==> src/rtl/hub75_pkg.sv <==
// Shared constants and types for the HUB75 receive-side model.
package hub75_pkg;

  localparam int COLS_PER_PANEL = 32;
  localparam int ROW_AW         = 3;

  typedef logic [5:0] rgb_pair_t;

  typedef enum logic {
    S_SYNC = 1'b0,
    S_RUN  = 1'b1
  } rx_state_t;

endpackage

==> src/rtl/hub75_rx_sync_edge.sv <==
// Two-flop input register with rise detection on the registered pair.
module sync_edge (
  input  logic clk_i,
  input  logic rst_ni,
  input  logic d_i,
  output logic q_o,
  output logic rise_o
);

  logic q_q;
  logic qq_q;

  always_ff @(posedge clk_i or negedge rst_ni) begin
    if (!rst_ni) begin
      q_q  <= 1'b0;
      qq_q <= 1'b0;
    end else begin
      q_q  <= d_i;
      qq_q <= q_q;
    end
  end

  assign q_o    = q_q;
  assign rise_o = q_q & ~qq_q;

endmodule

==> src/rtl/hub75_rx.sv <==
// Panel-end model of the HUB75 link: shift register, output latch, row readback and frame counting.
// Define HUB75_RX_CHECK_EN to build the protocol checker (sync FSM, shift counter, sticky error flags).
module hub75_rx
  import hub75_pkg::*;
#(
  parameter  int NUM_PANELS = 1,
  parameter  int FRAME_CW   = 16,
  localparam int NCOLS      = COLS_PER_PANEL * NUM_PANELS,
  localparam int COL_AW     = $clog2(NCOLS)
) (
  input  logic                clk,
  input  logic                rst,
  input  logic                sclk,
  input  logic                lat,
  input  logic                blank,
  input  logic [ROW_AW-1:0]   disp_row,
  input  logic [2:0]          rgb1,
  input  logic [2:0]          rgb2,
  input  logic [COL_AW-1:0]   rd_col,
  output logic [5:0]          rd_rgb,
  output logic                row_valid,
  output logic [ROW_AW-1:0]   row_addr,
  output logic                frame_done,
  output logic [FRAME_CW-1:0] frame_cnt,
  output logic                err_count,
  output logic                err_lat_unblanked,
  output logic                err_row_seq
);

  logic sclk_rise;
  logic lat_rise;
  logic blank_q;
  logic unused_sclk_q;
  logic unused_lat_q;
  logic unused_blank_rise;

  sync_edge u_sclk_sync (
    .clk_i  (clk),
    .rst_ni (rst),
    .d_i    (sclk),
    .q_o    (unused_sclk_q),
    .rise_o (sclk_rise)
  );

  sync_edge u_lat_sync (
    .clk_i  (clk),
    .rst_ni (rst),
    .d_i    (lat),
    .q_o    (unused_lat_q),
    .rise_o (lat_rise)
  );

  sync_edge u_blank_sync (
    .clk_i  (clk),
    .rst_ni (rst),
    .d_i    (blank),
    .q_o    (blank_q),
    .rise_o (unused_blank_rise)
  );

  logic [2:0]              rgb1_q;
  logic [2:0]              rgb2_q;
  logic [ROW_AW-1:0]       disp_row_q;
  rgb_pair_t [NCOLS-1:0]   sreg_q, sreg_d;
  rgb_pair_t [NCOLS-1:0]   lreg_q, lreg_d;
  logic [ROW_AW-1:0]       row_addr_q, row_addr_d;
  logic                    row_valid_q, row_valid_d;
  logic                    frame_done_q, frame_done_d;
  logic [FRAME_CW-1:0]     frame_cnt_q, frame_cnt_d;

  // The latch takes the post-shift image so a coincident sclk/lat edge pair captures the final word.
  always_comb begin
    sreg_d       = sreg_q;
    lreg_d       = lreg_q;
    row_addr_d   = row_addr_q;
    row_valid_d  = 1'b0;
    frame_done_d = 1'b0;
    frame_cnt_d  = frame_cnt_q;
    if (sclk_rise) begin
      sreg_d = {sreg_q[NCOLS-2:0], rgb1_q, rgb2_q};
    end
    if (lat_rise) begin
      lreg_d      = sreg_d;
      row_addr_d  = disp_row_q;
      row_valid_d = 1'b1;
      if (disp_row_q == ROW_AW'(7)) begin
        frame_done_d = 1'b1;
        frame_cnt_d  = frame_cnt_q + 1'b1;
      end
    end
  end

  always_ff @(posedge clk or negedge rst) begin
    if (!rst) begin
      rgb1_q       <= '0;
      rgb2_q       <= '0;
      disp_row_q   <= '0;
      sreg_q       <= '0;
      lreg_q       <= '0;
      row_addr_q   <= '0;
      row_valid_q  <= 1'b0;
      frame_done_q <= 1'b0;
      frame_cnt_q  <= '0;
    end else begin
      rgb1_q       <= rgb1;
      rgb2_q       <= rgb2;
      disp_row_q   <= disp_row;
      sreg_q       <= sreg_d;
      lreg_q       <= lreg_d;
      row_addr_q   <= row_addr_d;
      row_valid_q  <= row_valid_d;
      frame_done_q <= frame_done_d;
      frame_cnt_q  <= frame_cnt_d;
    end
  end

  always_comb begin
    rd_rgb = '0;
    if (int'(rd_col) < NCOLS) begin
      rd_rgb = lreg_q[rd_col];
    end
  end

  assign row_valid  = row_valid_q;
  assign row_addr   = row_addr_q;
  assign frame_done = frame_done_q;
  assign frame_cnt  = frame_cnt_q;

`ifdef HUB75_RX_CHECK_EN
  localparam int              CNT_W    = $clog2(NCOLS + 2);
  localparam logic [CNT_W-1:0] CNT_SAT  = CNT_W'(NCOLS + 1);
  localparam logic [CNT_W-1:0] CNT_FULL = CNT_W'(NCOLS);

  rx_state_t        state_q, state_d;
  logic [CNT_W-1:0] shift_cnt_q, shift_cnt_d;
  logic             err_count_q, err_count_d;
  logic             err_unblk_q, err_unblk_d;
  logic             err_seq_q, err_seq_d;

  // The count checked at a latch already includes any shift landing in the same clk.
  always_comb begin
    state_d     = state_q;
    shift_cnt_d = shift_cnt_q;
    err_count_d = err_count_q;
    err_unblk_d = err_unblk_q;
    err_seq_d   = err_seq_q;
    if (sclk_rise && (shift_cnt_q != CNT_SAT)) begin
      shift_cnt_d = shift_cnt_q + 1'b1;
    end
    if (lat_rise) begin
      if (state_q == S_RUN) begin
        if (shift_cnt_d != CNT_FULL) begin
          err_count_d = 1'b1;
        end
        if (!blank_q) begin
          err_unblk_d = 1'b1;
        end
        if (disp_row_q != ROW_AW'(row_addr_q + 1'b1)) begin
          err_seq_d = 1'b1;
        end
      end
      state_d     = S_RUN;
      shift_cnt_d = sclk_rise ? CNT_W'(1) : '0;
    end
  end

  always_ff @(posedge clk or negedge rst) begin
    if (!rst) begin
      state_q     <= S_SYNC;
      shift_cnt_q <= '0;
      err_count_q <= 1'b0;
      err_unblk_q <= 1'b0;
      err_seq_q   <= 1'b0;
    end else begin
      state_q     <= state_d;
      shift_cnt_q <= shift_cnt_d;
      err_count_q <= err_count_d;
      err_unblk_q <= err_unblk_d;
      err_seq_q   <= err_seq_d;
    end
  end

  assign err_count         = err_count_q;
  assign err_lat_unblanked = err_unblk_q;
  assign err_row_seq       = err_seq_q;
`else
  logic unused_blank_q;

  assign unused_blank_q    = blank_q;
  assign err_count         = 1'b0;
  assign err_lat_unblanked = 1'b0;
  assign err_row_seq       = 1'b0;
`endif

endmodule

==> config.mk <==
export PLATFORM = sky130hd
export DESIGN_NAME = hub75_rx
export DESIGN_NICKNAME = d
export VERILOG_FILES = /design/src/rtl/hub75_pkg.sv /design/src/rtl/hub75_rx_sync_edge.sv /design/src/rtl/hub75_rx.sv
export SDC_FILE = /design/constraint.sdc
export NUM_CORES = 1
export LEC_CHECK = 0
export ABC_CLOCK_PERIOD_IN_PS = 2400
export BUFFER_PORTS_ARGS = -buffer_cell sky130_fd_sc_hd__buf_2
export CORE_MARGIN = 2
export CORE_UTILIZATION = 47
export CTS_CLUSTER_SIZE = 28
export DETAILED_ROUTE_END_ITERATION = 16
export PLACE_DENSITY = 0.7
export SLEW_MARGIN = 5
export SYNTH_ARGS = -nofsm -noshare
export SYNTH_HDL_FRONTEND = slang
export SYNTH_HIERARCHICAL = 1
export SYNTH_SLANG_ARGS = --single-unit
==> constraint.sdc <==
create_clock -name clk -period 2.4 [get_ports clk]
set_input_delay 0 -clock clk [delete_from_list [all_inputs] [get_ports clk]]
set_output_delay 0 -clock clk [all_outputs]
set_load 0.03 [all_outputs]
; ---- Word level (Yosys, flattened, before mapping)
; Index checks and enable logic that the tools add are counted.
[totals]
out_inout_bits = 30
input_bits = 19
word_cells = 89
regBits = 418
[op_classes]
eq_ne = 1
add_sub_neg = 1
bitwise_logic = 4
magnitude_cmp = 1
n_reduce_logical = 1
mux = 6
[ops]
columns = operator, count
row1 = two-way mux 192 bit, 1
row2 = binary-select mux 6 bit (select 5 bit), 1
row3 = "adder 16 x 1 -> 16 bit, second input constant", 1
row4 = "less-than comparator 5 x 6 -> 1 bit, second input constant", 1
row5 = two-way mux 6 bit, 1
row6 = "equality test 3 bit, second input constant", 1
row7 = two-way mux 1 bit, 3
row8 = AND 1 bit, 2
row9 = NOT 1 bit, 2
row10 = AND reduction 2 bit, 1

; ---- Logic depth before layout (Yosys ltp)
; Gate-level depths: netlist of run 1.
[logic_depth]
word_depth = 3
mapped_depth = 7
depth_no_buf = 5

; ---- Modules after synthesis
; Netlist of run 1, hierarchy kept.
[modules_own_cells]
columns = mod, area_each_um2, instances, cells_each, seq_area_each_um2
row1 = hub75_rx, 16727.3, 1, 973, 10359.9
row2 = sync_edge, 63.8, 2, 3, 50.0

; ---- Worst setup path after synthesis of run 1
; Ideal clock, no wire load.
[synth_path]
path_kind = register -> register
startpoint = register u_sclk_sync.qq_q
endpoint = register lreg_q[167] (netlist bit)
stages_incl_launch_ff = 6
required_time_ps = 2275
t_arrival_ps = 1756
synth_period_minus_slack_ps = 1881
setup_ps = 125
n_path_buf = 2
slack_ps = 519
path_cell_list = dfrtp_1 -> nor2b_4 -> clkbuf_1 -> clkbuf_1 -> mux2_2 -> mux2_2
[synth_rtl]
columns = item, line
row1 = "start, declared", hub75_rx_sync_edge.sv:11  ; logic qq_q;
row2 = "start signal, assigned", hub75_rx_sync_edge.sv:19  ; qq_q <= q_q;
row3 = "end signal, assigned", hub75_rx.sv:109  ; lreg_q <= lreg_d;
row4 = "end, declared", hub75_rx.sv:65  ; rgb_pair_t [NCOLS-1:0] lreg_q, lreg_d;

; ---- Worst setup path after layout of run 1
[layout_path]
startpoint = register lreg_q[9] (netlist bit)
endpoint = output port rd_rgb[3]
[layout_via]
elab_chain_cells = 2
[layout_lines]
columns = item, line
row1 = binary-select mux 6 bit (select 5 bit), hub75_rx.sv:120  ; rd_rgb = lreg_q[rd_col];
row2 = two-way mux 6 bit (implied by the code), hub75_rx.sv:120
row3 = "end, declared", hub75_rx.sv:20  ; output logic [5:0] rd_rgb,
; No other way between the ends. The select of a mux whose other input is x is not followed.

==> results.json, run 1 <==
{
  "outcome": "complete, but fails checks",
  "failed_checks": "negative setup slack",
  "dr.pass1.iters": 4,
  "design.final.nets": 1063,
  "max_slew.worst_pin.slew_ns": 0.576,
  "seq_area_frac_synth_pct": 62.1,
  "slew_headroom_pct": 61.6,
  "synth_top_cell_by_area": "sky130_fd_sc_hd__dfrtp_1",
  "antenna_violations_before_repair": 0,
  "cp_cell_sequence": "mux4_4 > mux4_2 > mux2_4 > buf_6",
  "fin_crit_sh_pct": 101,
  "final.setup.worst_slack_ns": -0.0302,
  "drc_errors": 0,
  "post_synthesis_cell_count": 979,
  "worst-endpoint-required_ns": 2.40,
  "power.density_cell_area_mw_per_mm2": 978,
  "crit_path_top_delay_cell": "sky130_fd_sc_hd__mux4_4",
  "yosys_warnings": 6,
  "synth_top_flop_cell": "sky130_fd_sc_hd__dfrtp_1",
  "crit_type": "flip-flop to output port",
  "cts_sinks": 418,
  "report.final.setup_viol": 4,
  "avgSynthCellArea_um2": 17.2,
  "critical_path_peak_fanout": 2,
  "rr_worst_depth": 5,
  "critPathBufInv": 1,
  "synth_seq_cells": 418,
  "post-dp-hpwl_um": 16700,
  "max_freq_ghz": 0.411,
  "floorplan.core_area_mm2": 0.0355,
  "cts_tree": "yes",
  "cts_root_buffer": "sky130_fd_sc_hd__clkbuf_16",
  "timing.critical_path.arrival_ns": 2.43,
  "power.static_leakage_nw": 9.26,
  "flow.area_growth_from_synthesis_pct": 14.9,
  "first_iter_violations": 424,
  "drt_wl_total_um": 27600,
  "maxCapViolations": 0,
  "synth_cell_type_count": 26,
  "finish.instance_area_mm2": 0.0194,
  "ctsHtreeMaxLevel": 2,
  "synth_area_leaders": "sky130_fd_sc_hd__dfrtp_1 62%, sky130_fd_sc_hd__mux2_2 19%, sky130_fd_sc_hd__mux2_1 7.6%",
  "cts.reportedPaths.clkPinSlew_ns": 0.06,
  "via_count_of_the_first_global_routing_pass": 8950,
  "start_util_pct": 47.5,
  "fin_crit_ns": 2.43,
  "critical_path.endpoint_type": "output port",
  "post_synth_instance_area_mm2": 0.0169,
  "first_pass_grt_wire_length_um": 47000,
  "number_of_flops_mapped_to_enable_cells_by_yosys": 0,
  "cts_made_buffers": 43,
  "final-max-slew-violation-count": 0,
  "asyncSetResetFlopFracSynth_pct": 100,
  "layout.core_utilization_pct": 54.6,
  "antenna-diode-count": 0,
  "ir_worst_vdd_v": 0.000755,
  "grt.total_usage_pct": 15.2,
  "holdCritPathClass": "input pin to asynchronous set/reset pin",
  "cp_top_family": "multiplexers",
  "gr-total-overflow": 0,
  "num_io_pins": 49,
  "cp-start-kind": "flip-flop",
  "drt-wirelength-per-cell_um": 18.0,
  "die_h_um": 193,
  "path_depth": 4,
  "pin_count_of_the_biggest_net_entering_global_routing": 100,
  "critical-path-max-stage-delay_ns": 0.59,
  "viasPerCell": 5.36,
  "pre_cts_ws_ns": 0.335,
  "vias": 8235,
  "worst_clock_skew_on_the_final_layout_ns": 0.0179,
  "timing.final.hold_violations": 0,
  "synth_most_common_cell": "sky130_fd_sc_hd__dfrtp_1",
  "drive_gt1_share_pct": 43.8,
  "routabilityCongestion": 0.718,
  "dpl-instance-area_mm2": 0.0177,
  "port_buffers": 44,
  "floorplan.rows": 69,
  "clk_latency_ns": 0.54,
  "horizontal_die_dimension_um": 193,
  "report.power.total_mw": 18.9,
  "total_die_area_mm2": 0.0374,
  "synth.top_cells.by_count": "418 x sky130_fd_sc_hd__dfrtp_1, 280 x sky130_fd_sc_hd__mux2_2, 114 x sky130_fd_sc_hd__mux2_1, 50 x sky130_fd_sc_hd__mux4_2, 47 x sky130_fd_sc_hd__clkbuf_1",
  "clock_tree.buffer_depth": 3,
  "synthDominantCellAreaShare_pct": 62.1,
  "ant_nets": 0,
  "unrepaired_setup_endpoints_after_global_routing": "yes"
}
==> report_power, final <==
part           internal (mW)  switching, mW  total, mW
clock network           4.09           2.64       6.73
registers               8.55          0.744       9.29
logic                   1.77           1.16       2.93
==> cell usage in the layout, fill, tap and decap left out, types with 9 or more instances in the layout <==
cell                              n
sky130_fd_sc_hd__buf_12          13
sky130_fd_sc_hd__clkbuf_8        13
sky130_fd_sc_hd__buf_4            9
sky130_fd_sc_hd__mux4_2          50
sky130_fd_sc_hd__dlygate4sd3_1   12
sky130_fd_sc_hd__mux2_2         274
sky130_fd_sc_hd__xor2_1          10
sky130_fd_sc_hd__buf_2           36
sky130_fd_sc_hd__mux2_1         114
sky130_fd_sc_hd__dfrtp_1        418
sky130_fd_sc_hd__clkbuf_16       44
==> layout make-up <==
| cell class | instances | area [um2] |
|---|---|---|
| Multi-Input combinational cell | 501 | 6160 |
| Fill cell | 2766 | 16100 |
| Tap cell | 461 | 577 |
| Timing Repair Buffer | 77 | 711 |
| Clock buffer | 65 | 1310 |
| Inverter | 2 | 7.51 |
| Clock inverter | 11 | 150 |
| Sequential cell | 418 | 10500 |
==> stage by stage <==
stage | TNS, ns | hold WS [ns] | std cells
2_1_floorplan | 0 | -0.296 | 981
3_3_place_gp | 0 | 0.00179 | 1444
3_5_place_dp | 0 | 0.00282 | 1444
4_1_cts | -0.160 | 0.0178 | 1535
5_1_grt | -0.291 | 0.0542 | 1535
6_report | -0.0598 | 0.00806 | 1535
==> registers in the layout, summed over array words and instances (netlist names) <==
| register | cells |
|---|---|
| u_lat_sync/qq_q | 1 |
| row_addr | 3 |
| sreg_q | 192 |
| u_sclk_sync/qq_q | 1 |
| frame_cnt | 16 |
| lreg_q | 192 |
| row_valid | 1 |
| rgb1_q | 3 |
| disp_row_q | 3 |
| u_lat_sync/q_o | 1 |
| frame_done | 1 |
| rgb2_q | 3 |
| u_sclk_sync/q_o | 1 |
==> kinds of logic after synthesis <==
family	count (synthesis)	share of synthesized area [%]
buffers and inverters	62	1.60
other	1	0.0222
muxes	454	34.5
adders and majority gates	1	0.0742
DFF	418	62.1
xor gates and xnor gates	15	0.779
and+or+nand+nor	28	0.943
==> final timing paths <==
path                                                start  slack [ns]                          to
worst min-delay path                                  rst       0.008         sreg_q[8]$_DFF_PN0_
min in group clk                                  rgb1[1]        0.10         rgb1_q[1]$_DFF_PN0_
worst min register to register  u_sclk_sync/q_o$_DFF_PN0_        0.39  u_sclk_sync/qq_q$_DFF_PN0_
worst max register to register  u_lat_sync/qq_q$_DFF_PN0_        0.46   frame_cnt[15]$_DFFE_PN0P_
max in group asynchronous                             rst        1.53       sreg_q[136]$_DFF_PN0_
worst max-delay path                lreg_q[9]$_DFFE_PN0P_       -0.03                   rd_rgb[3]
==> per-layer routing <==
metal / share of wire, % / global-route usage [%] / vias to the layer above / wire length, um
met5: 0 / 0 / - / 0
met4: 1.9 / 4.21 / 0 / 533
met3: 3.3 / 2.77 / 42 / 921
met2: 48 / 24.4 / 80 / 13300
met1: 47 / 21.5 / 4399 / 12800
li1: - / - / 3714 / -
==> timing repair <==
item | 4_1_cts | 5_1_grt
setup buffers | 3 | 0
endpoints found under the hold margin | 414 | 0
setup endpoints to repair | 6 | 5
hold buffers | 12 | 0
gates resized for setup | 18 | 0
No activity file was read; power rests on OpenSTA's default activity.
==> run 2: changes to the inputs <==
SKIP_CTS_REPAIR_TIMING = 1   (was not set)
==> results.json, run 2 (synthesis results as in run 1) <==
{
  "num_io_pins": 49,
  "crit_path_top_delay_cell": "sky130_fd_sc_hd__mux4_4",
  "ant_nets": 0,
  "post-dp-hpwl_um": 16700,
  "critPathBufInv": 1,
  "ir_worst_vdd_v": 0.000754,
  "antenna_violations_before_repair": 0,
  "cts_made_buffers": 43,
  "first_iter_violations": 419,
  "pin_count_of_the_biggest_net_entering_global_routing": 100,
  "via_count_of_the_first_global_routing_pass": 8901,
  "start_util_pct": 47.5,
  "cts_root_buffer": "sky130_fd_sc_hd__clkbuf_16",
  "horizontal_die_dimension_um": 193,
  "fin_crit_ns": 2.43,
  "routabilityCongestion": 0.718,
  "max_freq_ghz": 0.412,
  "layout.core_utilization_pct": 54.5,
  "path_depth": 4,
  "critical_path_peak_fanout": 2,
  "floorplan.rows": 69,
  "grt.total_usage_pct": 15.2,
  "worst-endpoint-required_ns": 2.40,
  "crit_type": "flip-flop to output port",
  "critical_path.endpoint_type": "output port",
  "vias": 8241,
  "most-common-layout-cells": "418 x sky130_fd_sc_hd__dfrtp_1, 274 x sky130_fd_sc_hd__mux2_2, 114 x sky130_fd_sc_hd__mux2_1",
  "global_route.peak_usage_layer": "met2",
  "final-max-slew-violation-count": 0,
  "timing.final.hold_violations": 0,
  "rr_worst_depth": 5,
  "report.power.total_mw": 18.9,
  "drt-wirelength-per-cell_um": 18.0,
  "ctsHtreeMaxLevel": 2,
  "p_switching_mw": 4.54,
  "clock_tree.buffer_depth": 3,
  "port_buffers": 44,
  "cts_tree": "yes",
  "cts_sinks": 418,
  "report.final.setup_viol": 3,
  "grt_use_met3_pct": 2.84,
  "gr-total-overflow": 0,
  "clk_latency_ns": 0.54,
  "flow.area_growth_from_synthesis_pct": 14.8,
  "cts.reportedPaths.clkPinSlew_ns": 0.06,
  "met2_usage_pct": 24.2,
  "critical-path-max-stage-delay_ns": 0.59,
  "timing.critical_path.arrival_ns": 2.43,
  "slew_headroom_pct": 61.7,
  "internal-power_mw": 14.4,
  "multiInputGateArea_mm2": 0.00615,
  "register_area_mm2": 0.0105,
  "die_h_um": 193,
  "cp_top_family": "multiplexers",
  "drt_wl_total_um": 27600,
  "worst_clock_skew_on_the_final_layout_ns": 0.0184,
  "fillCellCount": 2769,
  "global_route.usage.met1_pct": 21.6,
  "seq_power_share_pct": 49.1,
  "holdCritPathClass": "input pin to asynchronous set/reset pin",
  "fin_crit_sh_pct": 101,
  "unrepaired_setup_endpoints_after_global_routing": "yes",
  "final.setup.worst_slack_ns": -0.0300,
  "maxCapViolations": 0,
  "max_slew.worst_pin.slew_ns": 0.575,
  "clock_power_share_pct": 35.5,
  "outcome": "complete, but fails checks",
  "floorplan.core_area_mm2": 0.0355,
  "cp-start-kind": "flip-flop",
  "viasPerCell": 5.37,
  "design.final.nets": 1062,
  "first_pass_grt_wire_length_um": 46900,
  "fin_setup_tns_ns": -0.0542,
  "drive_gt1_share_pct": 43.9,
  "power.density_cell_area_mw_per_mm2": 978,
  "antenna-diode-count": 0,
  "failed_checks": "negative setup slack",
  "cp_cell_sequence": "mux4_4 > mux4_2 > mux2_4 > buf_6",
  "power_switching_share_pct": 24.0,
  "total_die_area_mm2": 0.0374,
  "dr.pass1.iters": 4,
  "layout_commonest_cell": "sky130_fd_sc_hd__dfrtp_1",
  "power.static_leakage_nw": 9.24,
  "share_comb_of_total_power_pct": 15.4,
  "drc_errors": 0
}
==> run 2: layout make-up <==
class | instances | area share, %
tap | 461 | 2.98
multi-input combinational | 501 | 31.8
clock buffer | 65 | 6.77
clock inverter | 11 | 0.776
sequential | 418 | 54.1
timing repair buffer | 76 | 3.61
inverter | 2 | 0.0388
==> run 2: per-stage QoR <==
step	setup slack, ns	cell area (um2)	std cells	hold slack (ns)
after CTS	-0.103	19200	1520	-0.580
final	-0.0300	19400	1534	0.00985
after floorplan	0.519	16900	981	-0.296
after detailed placement	0.335	17700	1444	0.00282
after global placement	0.338	17700	1444	0.00179
after global routing	-0.0959	19400	1534	0.0542
==> run 2: routing by layer <==
layer  routed length, um  share of wire, %
met2               13300                48
met5                   0                 0
met3                 848               3.1
met4                 536               1.9
met1               12900                47
==> run 2: power by group through the flow <==
stage	clock [mW]	sequential, mW	combinational (mW)
floorplan	0	9.19	2.20
global placement	0	9.39	2.77
detailed placement	0	9.43	2.86
CTS	6.92	9.31	2.87
global route	7.20	9.50	3.20
finish	6.72	9.29	2.92
==> run 2: path summary, 6_finish.rpt <==
check                                           from                         end  slack [ns]
setup / recovery               lreg_q[9]$_DFFE_PN0P_                   rd_rgb[3]       -0.03
hold / removal                                   rst       lreg_q[2]$_DFFE_PN0P_        0.01
setup reg to reg           u_lat_sync/qq_q$_DFF_PN0_   frame_cnt[15]$_DFFE_PN0P_        0.46
hold reg to reg            u_sclk_sync/q_o$_DFF_PN0_  u_sclk_sync/qq_q$_DFF_PN0_        0.39
max in group asynchronous                        rst       sreg_q[136]$_DFF_PN0_        1.53
min in group clk                             rgb2[2]         rgb2_q[2]$_DFF_PN0_        0.10
==> run 3: changes to the inputs <==
BUFFER_PORTS_ARGS = not set   (was -buffer_cell sky130_fd_sc_hd__buf_2)
DONT_BUFFER_PORTS = 1   (was not set)
PLACE_DENSITY = 0.69   (was 0.7)
==> results.json, run 3 (synthesis results as in run 1) <==
{
  "rr_worst_depth": 4,
  "total_die_area_mm2": 0.0374,
  "port_buffers": 0,
  "gr-total-overflow": 0,
  "most-common-layout-cells": "418 x sky130_fd_sc_hd__dfrtp_1, 276 x sky130_fd_sc_hd__mux2_2, 114 x sky130_fd_sc_hd__mux2_1",
  "cp-start-kind": "flip-flop",
  "critical_path.endpoint_type": "output port",
  "p_switching_mw": 4.27,
  "layout_commonest_cell": "sky130_fd_sc_hd__dfrtp_1",
  "clock_power_share_pct": 36.0,
  "reg2reg_setup_slack_ns": 0.53,
  "fin_setup_tns_ns": 0,
  "cts_made_buffers": 43,
  "critical-path-max-stage-delay_ns": 0.60,
  "unrepaired_setup_endpoints_after_global_routing": "yes",
  "cts_sinks": 418,
  "regToRegStartpoint": "u_sclk_sync/qq_q$_DFF_PN0_",
  "fillCellCount": 2785,
  "worst-endpoint-required_ns": 2.40,
  "ant_nets": 0,
  "routabilityCongestion": 0.703,
  "max_freq_ghz": 0.426,
  "report.final.setup_viol": 0,
  "horizontal_die_dimension_um": 193,
  "failed_checks": "negative hold slack",
  "ir_worst_vdd_v": 0.000782,
  "clock_tree.buffer_depth": 3,
  "maxCapViolations": 0,
  "timing.hold.ws_ns": -0.844,
  "antenna_violations_before_repair": 0,
  "drt-wirelength-per-cell_um": 18.5,
  "fin_crit_sh_pct": 97.7,
  "drive_gt1_share_pct": 40.4,
  "via_count_of_the_first_global_routing_pass": 8641,
  "start_util_pct": 47.5,
  "power.static_leakage_nw": 8.95,
  "timing.final.hold_violations": 418,
  "timing.critical_path.arrival_ns": 2.35,
  "first_iter_violations": 437,
  "share_comb_of_total_power_pct": 13.5,
  "dr.pass1.iters": 4,
  "worst_clock_skew_on_the_final_layout_ns": 0.00977,
  "floorplan.core_area_mm2": 0.0355,
  "max_slew.worst_pin.slew_ns": 1.15,
  "outcome": "complete, but fails checks",
  "power_switching_share_pct": 23.0,
  "grt.total_usage_pct": 15.1,
  "cts_root_buffer": "sky130_fd_sc_hd__clkbuf_16",
  "crit_path_top_delay_cell": "sky130_fd_sc_hd__mux4_4",
  "critical_path_peak_fanout": 2,
  "vias": 7965,
  "final-max-slew-violation-count": 0,
  "floorplan.rows": 69,
  "cts_tree": "yes",
  "holdCritPathClass": "input pin to asynchronous set/reset pin",
  "crit_type": "flip-flop to output port",
  "power.density_cell_area_mw_per_mm2": 979,
  "num_io_pins": 49,
  "cts.reportedPaths.clkPinSlew_ns": 0.06,
  "pin_count_of_the_biggest_net_entering_global_routing": 419,
  "ctsHtreeMaxLevel": 2,
  "drt_wl_total_um": 27400,
  "design.final.nets": 1009,
  "die_h_um": 193,
  "slew_headroom_pct": 23.4,
  "clk_latency_ns": 0.54,
  "viasPerCell": 5.38,
  "flow.area_growth_from_synthesis_pct": 12.2,
  "drc_errors": 0,
  "cp_cell_sequence": "mux4_4 > mux4_2 > mux2_4",
  "post-dp-hpwl_um": 15500,
  "layout.core_utilization_pct": 53.3,
  "seq_power_share_pct": 50.5,
  "fin_crit_ns": 2.35,
  "r2r_end": "lreg_q[23]$_DFFE_PN0P_",
  "internal-power_mw": 14.2,
  "antenna-diode-count": 0,
  "first_pass_grt_wire_length_um": 46300
}
-- run 3: worst max path at each step --
stage | from | to | slack (ns)
4_1_cts | lreg_q[95]$_DFFE_PN0P_ | rd_rgb[5] | -0.02
2_1_floorplan | u_sclk_sync/qq_q$_DFF_PN0_ | lreg_q[167]$_DFFE_PN0P_ | 0.52
3_3_place_gp | u_sclk_sync/qq_q$_DFF_PN0_ | lreg_q[125]$_DFFE_PN0P_ | 0.54
3_5_place_dp | u_sclk_sync/qq_q$_DFF_PN0_ | lreg_q[90]$_DFFE_PN0P_ | 0.54
6_report | lreg_q[46]$_DFFE_PN0P_ | rd_rgb[4] | 0.05
5_1_grt | lreg_q[45]$_DFFE_PN0P_ | rd_rgb[3] | -0.006
-- run 3: routing by layer --
metal  global-route usage, %  part of all wire [%]  vias up  wire length, um
li1                        -                     -     3598                -
met1                    21.2                    47     4245            12900
met2                    24.1                    48       84            13100
met3                    2.95                   3.2       38              874
met4                    4.13                   1.8        0              506
met5                       0                     0        -                0
-- run 3: power by group through the flow --
stage | Sequential (mW) | Combinational [mW] | Clock (mW)
floorplan | 9.19 | 2.20 | 0
global placement | 9.44 | 2.41 | 0
detailed placement | 9.49 | 2.49 | 0
CTS | 9.37 | 2.50 | 6.86
global route | 9.55 | 2.73 | 7.15
finish | 9.35 | 2.49 | 6.67
-- run 3: critical path: cells and delay by family (launching register included) --
kind / cells / cell delay, ns
flops: 1 / 0.37
mux: 3 / 1.43
-- run 3: layout make-up --
cell class	instances	area, um2	area share, %
tap	461	577	3.05
timing repair buffer	23	278	1.47
clock inverter	5	75.1	0.397
sequential	418	10500	55.3
inverter	2	7.51	0.0397
clock buffer	71	1360	7.21
multi-input combinational	501	6150	32.5
-- run 3: stage by stage --
stage / power (mW) / hold slack [ns] / cell area (um2) / setup slack, ns / std cells
after floorplan: 11.4 / -0.296 / 16900 / 0.519 / 981
after global placement: 11.9 / -0.288 / 17300 / 0.539 / 1393
after detailed placement: 12.0 / -0.288 / 17300 / 0.537 / 1393
after CTS: 18.7 / -0.863 / 18800 / -0.0174 / 1469
after global routing: 19.4 / -0.859 / 18900 / -0.00647 / 1481
final: 18.5 / -0.844 / 18900 / 0.0549 / 1481
